<file path="src/rtl/sm_result_display.sv">
// Result display for the 3-bit sign-magnitude adder: captures a result on load and
// scans it onto a two-digit active-low seven-segment display with sign/zero LEDs.
module sm_result_display #(
   parameter int REFRESH_DIV = 4
) (
   input  logic       clk,
   input  logic       rst,
   input  logic [4:0] result,
   input  logic       zeroflag,
   input  logic       load,
   input  logic       clear,
   output logic [6:0] seg,
   output logic [1:0] an,
   output logic       neg_led,
   output logic       zero_led,
   output logic       showing
);

   localparam int            CW       = $clog2(REFRESH_DIV);
   localparam logic [CW-1:0] CNT_LAST = CW'(REFRESH_DIV - 1);

   typedef enum logic {BLANK, SHOW} state_t;

   state_t        state, state_next;
   logic          capture;
   logic [CW-1:0] cnt;
   logic          digit_sel;
   logic [2:0]    mag;
   logic          sgn;
   logic          zcap;
   logic [6:0]    seg_next;
   logic [1:0]    an_next;
   logic          neg_next;
   logic          zero_next;
   logic          unused_result_bit;

   assign unused_result_bit = result[3];

   function automatic logic [6:0] decode(input logic [2:0] m);
      case (m)
         3'd0:    decode = 7'h40;
         3'd1:    decode = 7'h79;
         3'd2:    decode = 7'h24;
         3'd3:    decode = 7'h30;
         3'd4:    decode = 7'h19;
         3'd5:    decode = 7'h12;
         3'd6:    decode = 7'h02;
         default: decode = 7'h78;
      endcase
   endfunction

   // Clear outranks load in both states, and a cleared cycle captures nothing.
   always_comb begin
      state_next = state;
      capture    = 1'b0;
      case (state)
         BLANK: begin
            if (!clear && load) begin
               state_next = SHOW;
               capture    = 1'b1;
            end
         end
         SHOW: begin
            if (clear) begin
               state_next = BLANK;
            end else if (load) begin
               capture = 1'b1;
            end
         end
         default: state_next = BLANK;
      endcase
   end

   always_comb begin
      seg_next  = 7'h7F;
      an_next   = 2'b11;
      neg_next  = 1'b0;
      zero_next = 1'b0;
      if (state == SHOW) begin
         neg_next  = sgn;
         zero_next = zcap;
         if (!digit_sel) begin
            an_next  = 2'b10;
            seg_next = decode(mag);
         end else begin
            an_next  = 2'b01;
            seg_next = sgn ? 7'h3F : 7'h7F;
         end
      end
   end

   // Outputs lag the state and captured registers by one clock.
   always_ff @(posedge clk) begin
      if (rst) begin
         state     <= BLANK;
         cnt       <= '0;
         digit_sel <= 1'b0;
         mag       <= 3'd0;
         sgn       <= 1'b0;
         zcap      <= 1'b0;
         seg       <= 7'h7F;
         an        <= 2'b11;
         neg_led   <= 1'b0;
         zero_led  <= 1'b0;
      end else begin
         state <= state_next;
         if (cnt == CNT_LAST) begin
            cnt       <= '0;
            digit_sel <= ~digit_sel;
         end else begin
            cnt <= cnt + 1'b1;
         end
         if (capture) begin
            mag  <= result[2:0];
            sgn  <= result[4] & (result[2:0] != 3'd0);
            zcap <= zeroflag;
         end
         seg      <= seg_next;
         an       <= an_next;
         neg_led  <= neg_next;
         zero_led <= zero_next;
      end
   end

   assign showing = (state == SHOW);

endmodule

</file>
<file path="config.mk">
export PLATFORM = sky130hd
export DESIGN_NAME = sm_result_display
export DESIGN_NICKNAME = d
export VERILOG_FILES = /design/src/rtl/sm_result_display.sv
export SDC_FILE = /design/constraint.sdc
export NUM_CORES = 1
export LEC_CHECK = 0
export CORE_AREA = 2 2 47 49
export DETAILED_ROUTE_END_ITERATION = 7
export DIE_AREA = 0 0 49 51
export PLACE_DENSITY = 0.68
export REMOVE_ABC_BUFFERS = 1
export SKIP_CTS_REPAIR_TIMING = 1
export SLEW_MARGIN = 20
export SYNTH_ARGS = -nofsm -noshare
export SYNTH_HDL_FRONTEND = slang
export SYNTH_SLANG_ARGS = --single-unit
export TNS_END_PERCENT = 5
</file>
<file path="constraint.sdc">
create_clock -name clk -period 1 [get_ports clk]
set_clock_uncertainty 0.1 [all_clocks]
set_input_delay 0.3 -clock clk [delete_from_list [all_inputs] [get_ports clk]]
set_output_delay 0.3 -clock clk [all_outputs]
set_load 0.01 [all_outputs]
</file>
== Yosys cells after proc, flatten, opt, wreduce, memory -nomap -nowiden ==
Index checks and enable logic that the tools add are counted.

* Register bits: 20
* Bits in latches: 0
* RAM bits: 0
* Bits in read-only memories: 0
* Input port bits: 10
* Output and inout bits: 12
* Logic and storage cells: 37
* Memories kept: 0

* Add/subtract/negate cells: 1
* Multipliers: 0
* Divide/modulo/power cells: 0
* Order comparisons: 0
* Equal/unequal tests: 7
* Shifts and indexed selects: 0
* Multiplexer cells: 10
* Bitwise operators: 3
* Reduce and logical (&&, ||, !) cells: 6

{| class="wikitable"
|+ Operators with widths
! cell !! number
|-
| $pmux 7 s7 || 1
|-
| $mux 7 || 2
|-
| $eq 3x3->1 const B || 3
|-
| $eq 3x2->1 const B || 2
|-
| $mux 1 || 4
|-
| $pmux 1 s2 || 2
|-
| $reduce_or 2->1 || 2
|-
| $eq 3x1->1 const B || 1
|-
| $logic_not 3->1 || 1
|-
| $reduce_bool 3->1 || 1
|-
| $add 2x1->2 const B || 1
|-
| $eq 2x2->1 const B || 1
|-
| $mux 2 || 1
|-
| $not 1->1 || 2
|-
| $and 1x1->1 || 1
|-
| $logic_and 1x1->1 || 1
|-
| $logic_not 1->1 || 1
|}

== Logic depth before layout (Yosys ltp) ==
* Depth in word-level cells: 4
* Gate-level depth with buffers: 4
* Mapped depth without buffers: 3

== Worst setup path after synthesis ==
Ideal clock, no wire load.

* Kind: flip-flop to flip-flop
* Start point: register mag[1]
* End point: register seg[6]
* Library setup time: 0.119 ns
* Data arrival time: 0.838 ns
* Required time: 0.781 ns
* Slack: -0.057 ns
* Cell stages (with the launch flop): 5
* Path buffers: 1
* Period minus slack after synthesis: 1.057 ns
* Cells stage by stage: dfxtp_1 > buf_6 > and3_1 > o31ai_1 > nand2_1

* Word-level cells in the longest chain between the ends: 3
* Elaborated cells between the ends (all ways): 9
* Those cells by class: 6 x eq/ne; 2 x mux; 1 x reduce/logical

{| class="wikitable"
|+ RTL lines
! what !! RTL line !! source
|-
| from (decl) || 28 || <nowiki>logic [2:0] mag;</nowiki>
|-
| from (signal assigned) || 114 || <nowiki>mag <= result[2:0];</nowiki>
|-
| $eq 3x3->1 (tied with other cells) || 40 || <nowiki>case (m)</nowiki>
|-
| $pmux 7 s7 * || 40 ||
|-
| $mux 7 * || 82 || <nowiki>if (!digit_sel) begin</nowiki>
|-
| to (signal assigned) || 118 || <nowiki>seg <= seg_next;</nowiki>
|-
| to (decl) || 12 || <nowiki>output logic [6:0] seg,</nowiki>
|}

Mark *: on every way between the ends. The rest lies on a longest branch, timed or not.
A chain may end at the register's enable or synchronous reset.

== Worst setup path in the final report ==
* Start point: register state, in the netlist showing
* End point: output showing

{| class="wikitable"
|+ RTL lines
! what !! RTL line !! source
|-
| from (decl) || 24 || <nowiki>state_t state, state_next;</nowiki>
|-
| from (signal assigned) || 106 || <nowiki>state <= state_next;</nowiki>
|-
| to (decl) || 16 || <nowiki>output logic showing</nowiki>
|}

No word-level cell between the ends.

==> results.txt <==
Hold WS = 0.154 ns
Avg WL per Cell = 10.0 um
Final GP Congestion = 0.731
Total Wirelength = 1250 um
Rel. slew slack = 84.5%
DR iter-0 viols = 9
Final number of max-transition violations = 0
Vias in the first global route = 467
Chip Height = 51 um
CTS Buf Count = 3
Yosys cell types = 24
CTS Buffer Depth = 2
First-pass GRT wire length = 1870 um
Switching share of power = 22.1%
Share of layout cells above drive strength 1 = 34.4%
Most frequent cells in the layout = 16 x dfxtp_1, 9 x buf_2, 8 x nor2_1, 8 x buf_4, 5 x clkdlybuf4s50_1
Hold Vio Cnt, Final = 0
Top-area cell type share of the netlist area = 54.9%
Worst-Skew Late Latency = 0.29 ns
Max Fclk = 866 MHz
Mux contribution to synthesized area = 5.49%
Actual slew at the worst max-slew pin = 0.231 ns
Crit start category = register
FF+latch count, synth = 20
Pwr dens = 1500 nW/um^2
Antenna Cells = 0
Via count = 520
Crit share post-route = 115%
R2r setup slk = -0.10 ns
Ports = 22
Placed cell area = 975 sq um
Cell Chain, Critical Path = buf_2
Worst Path Buf+Inv = 1
CTS Sinks = 20
Area Growth Syn to Fin = 36.2%
Die area = 2500 sq um
Violated checks = negative setup slack
Commonest non-fill, non-tap cell in the layout = dfxtp_1
Compound-Gate Fraction of Synth Area = 8.40%
GR Util All Layers = 10.0%
Total gr overflow = 0
Antenna violations before repair = 0
Rows = 17
Starting Density = 35.4%
Worst setup EP type = primary output
Internal Power = 1.16 mW
Die outline width = 49 um
LEAKAGE = 0.433 nW
Post-Synth Simple-Gate Area = 18.0%
Area of the mapped netlist = 729 sq um
Endpoints failing setup = 21
Worst hold path type = input port to register
RSZ-0062 raised after global routing = true
Number of max-cap violations = 0
Clock root cell = clkbuf_4
Ranking of synthesized cells by area = dfxtp_1 55%, buf_6 6.2%, mux2i_1 5.5%
Fraction of the yosys area taken by sequential cells = 54.9%
Xor and xnor area share after synthesis = 3.60%
Post-synth top area cell = dfxtp_1
Run status = finished with violations
Nets = 108
Synth Warn # = 0
Hpwl dp = 889 um
Drt pass-1 iters = 3
Slowest Stage Delay on Critical Path = 0.33 ns
Largest family of logic cells by synthesized area = simple AND/OR/NAND/NOR gates
Adder-cell share of the synthesized area = 1.72%
Finished Cell Area = 993 sq um
DRC = 0
Top delay family on crit path = flip-flops
Syn avg cell area = 10.6 sq um
Gate power share = 11.8%
Via-to-Cell Ratio = 4.19
Routed Antenna Nets = 0
TritonCTS clock tree = done
H-tree depth = 1
Crit-path max FO = 2
Port Buf Inserts = 20
Clk slew on worst S/H paths = 0.11 ns
CP Class = register to primary output
Clock power share = 30.7%
Switch Pwr = 0.329 mW
Peak VDD IR = 0.928 mV
Critical path required time = 0.60 ns
Final WS setup = -0.154 ns
Core area = 2060 sq um
Slowest CP cell = dfxtp_2
Min Clock Period, post-route = 1.15 ns
Largest net degree at the start of global routing = 12
CP arrival = 0.75 ns
Cell count after synthesis = 69
Sequential Power Share = 57.5%
==> logic make-up (layout without fill, tap and decap cells) <==
group / count (synthesis) / after routing
xor gates and xnor gates: 3 / 3
muxes: 4 / 4
DFF: 20 / 20
AOI/OAI and AO/OA: 10 / 10
and+or+nand+nor: 24 / 24
adders and majority gates: 1 / 1
buffers and inverters: 7 / 34
==> power by group through the flow <==
stage | clock network (mW) | registers (mW) | logic (mW)
floorplan | 0 | 0.879 | 0.0670
global placement | 0 | 0.871 | 0.175
detailed placement | 0 | 0.872 | 0.178
CTS | 0.470 | 0.854 | 0.179
global route | 0.496 | 0.860 | 0.196
finish | 0.456 | 0.855 | 0.176
==> routing by layer <==
| metal | GRT usage (%) | part of all wire (%) | vias up |
|---|---|---|---|
| li1 | - | - | 282 |
| met1 | 10.8 | 44 | 224 |
| met2 | 17.6 | 51 | 12 |
| met3 | 2.92 | 4.7 | 2 |
| met4 | 5.71 | 0.96 | 0 |
| met5 | 0 | 0 | - |
==> cells in the mapped netlist, drive strengths merged <==
| cell | count |
|---|---|
| o311ai | 1 |
| dfxtp | 20 |
| and2b | 1 |
| and2 | 3 |
| ha | 1 |
| nor3 | 2 |
| o21ai | 3 |
| nand2b | 2 |
| nor3b | 1 |
| inv | 2 |
| xor2 | 1 |
| buf | 5 |
| mux2i | 4 |
| nor2 | 8 |
| nor2b | 2 |
| a21oi | 3 |
| xnor2 | 2 |
| and3 | 1 |
| o31ai | 2 |
| nand2 | 4 |
| a21boi | 1 |
==> flip-flops by register name, indices dropped and copies added (netlist names) <==
signal and count:
seg 7, mag 3, an 2, cnt 2, digit_sel 1, neg_led 1
sgn 1, showing 1, zcap 1, zero_led 1
==> stage by stage <==
step | setup TNS [ns] | instances | util (%) | setup slack (ns) | power (mW)
6_report | -2.23 | 124 | 48.2 | -0.154 | 1.49
5_1_grt | -3.30 | 124 | 48.2 | -0.184 | 1.55
4_1_cts | -9.06 | 124 | 49.0 | -0.587 | 1.50
3_5_place_dp | -11.10 | 120 | 47.2 | -0.606 | 1.05
3_3_place_gp | -10.93 | 120 | 47.2 | -0.576 | 1.05
2_1_floorplan | -0.272 | 64 | - | -0.0401 | 0.946
==> layout make-up <==
type	count	area, sq um
fill	212	1070
sequential	20	405
multi-input combinational	42	289
timing repair buffer	28	220
clock buffer	4	36.3
tap	28	35.0
inverter	2	7.51
==> worst paths after layout <==
| path | startpoint | endpoint | depth (start not counted) |
|---|---|---|---|
| worst max register to register | showing | seg[5] | 4 |
| worst max-delay path | showing | showing | 1 |
| worst min-delay path | clear | showing | 2 |
| worst min register to register | cnt[0] | cnt[0] | 1 |
Note: power is estimated with default switching activity, not from simulation.
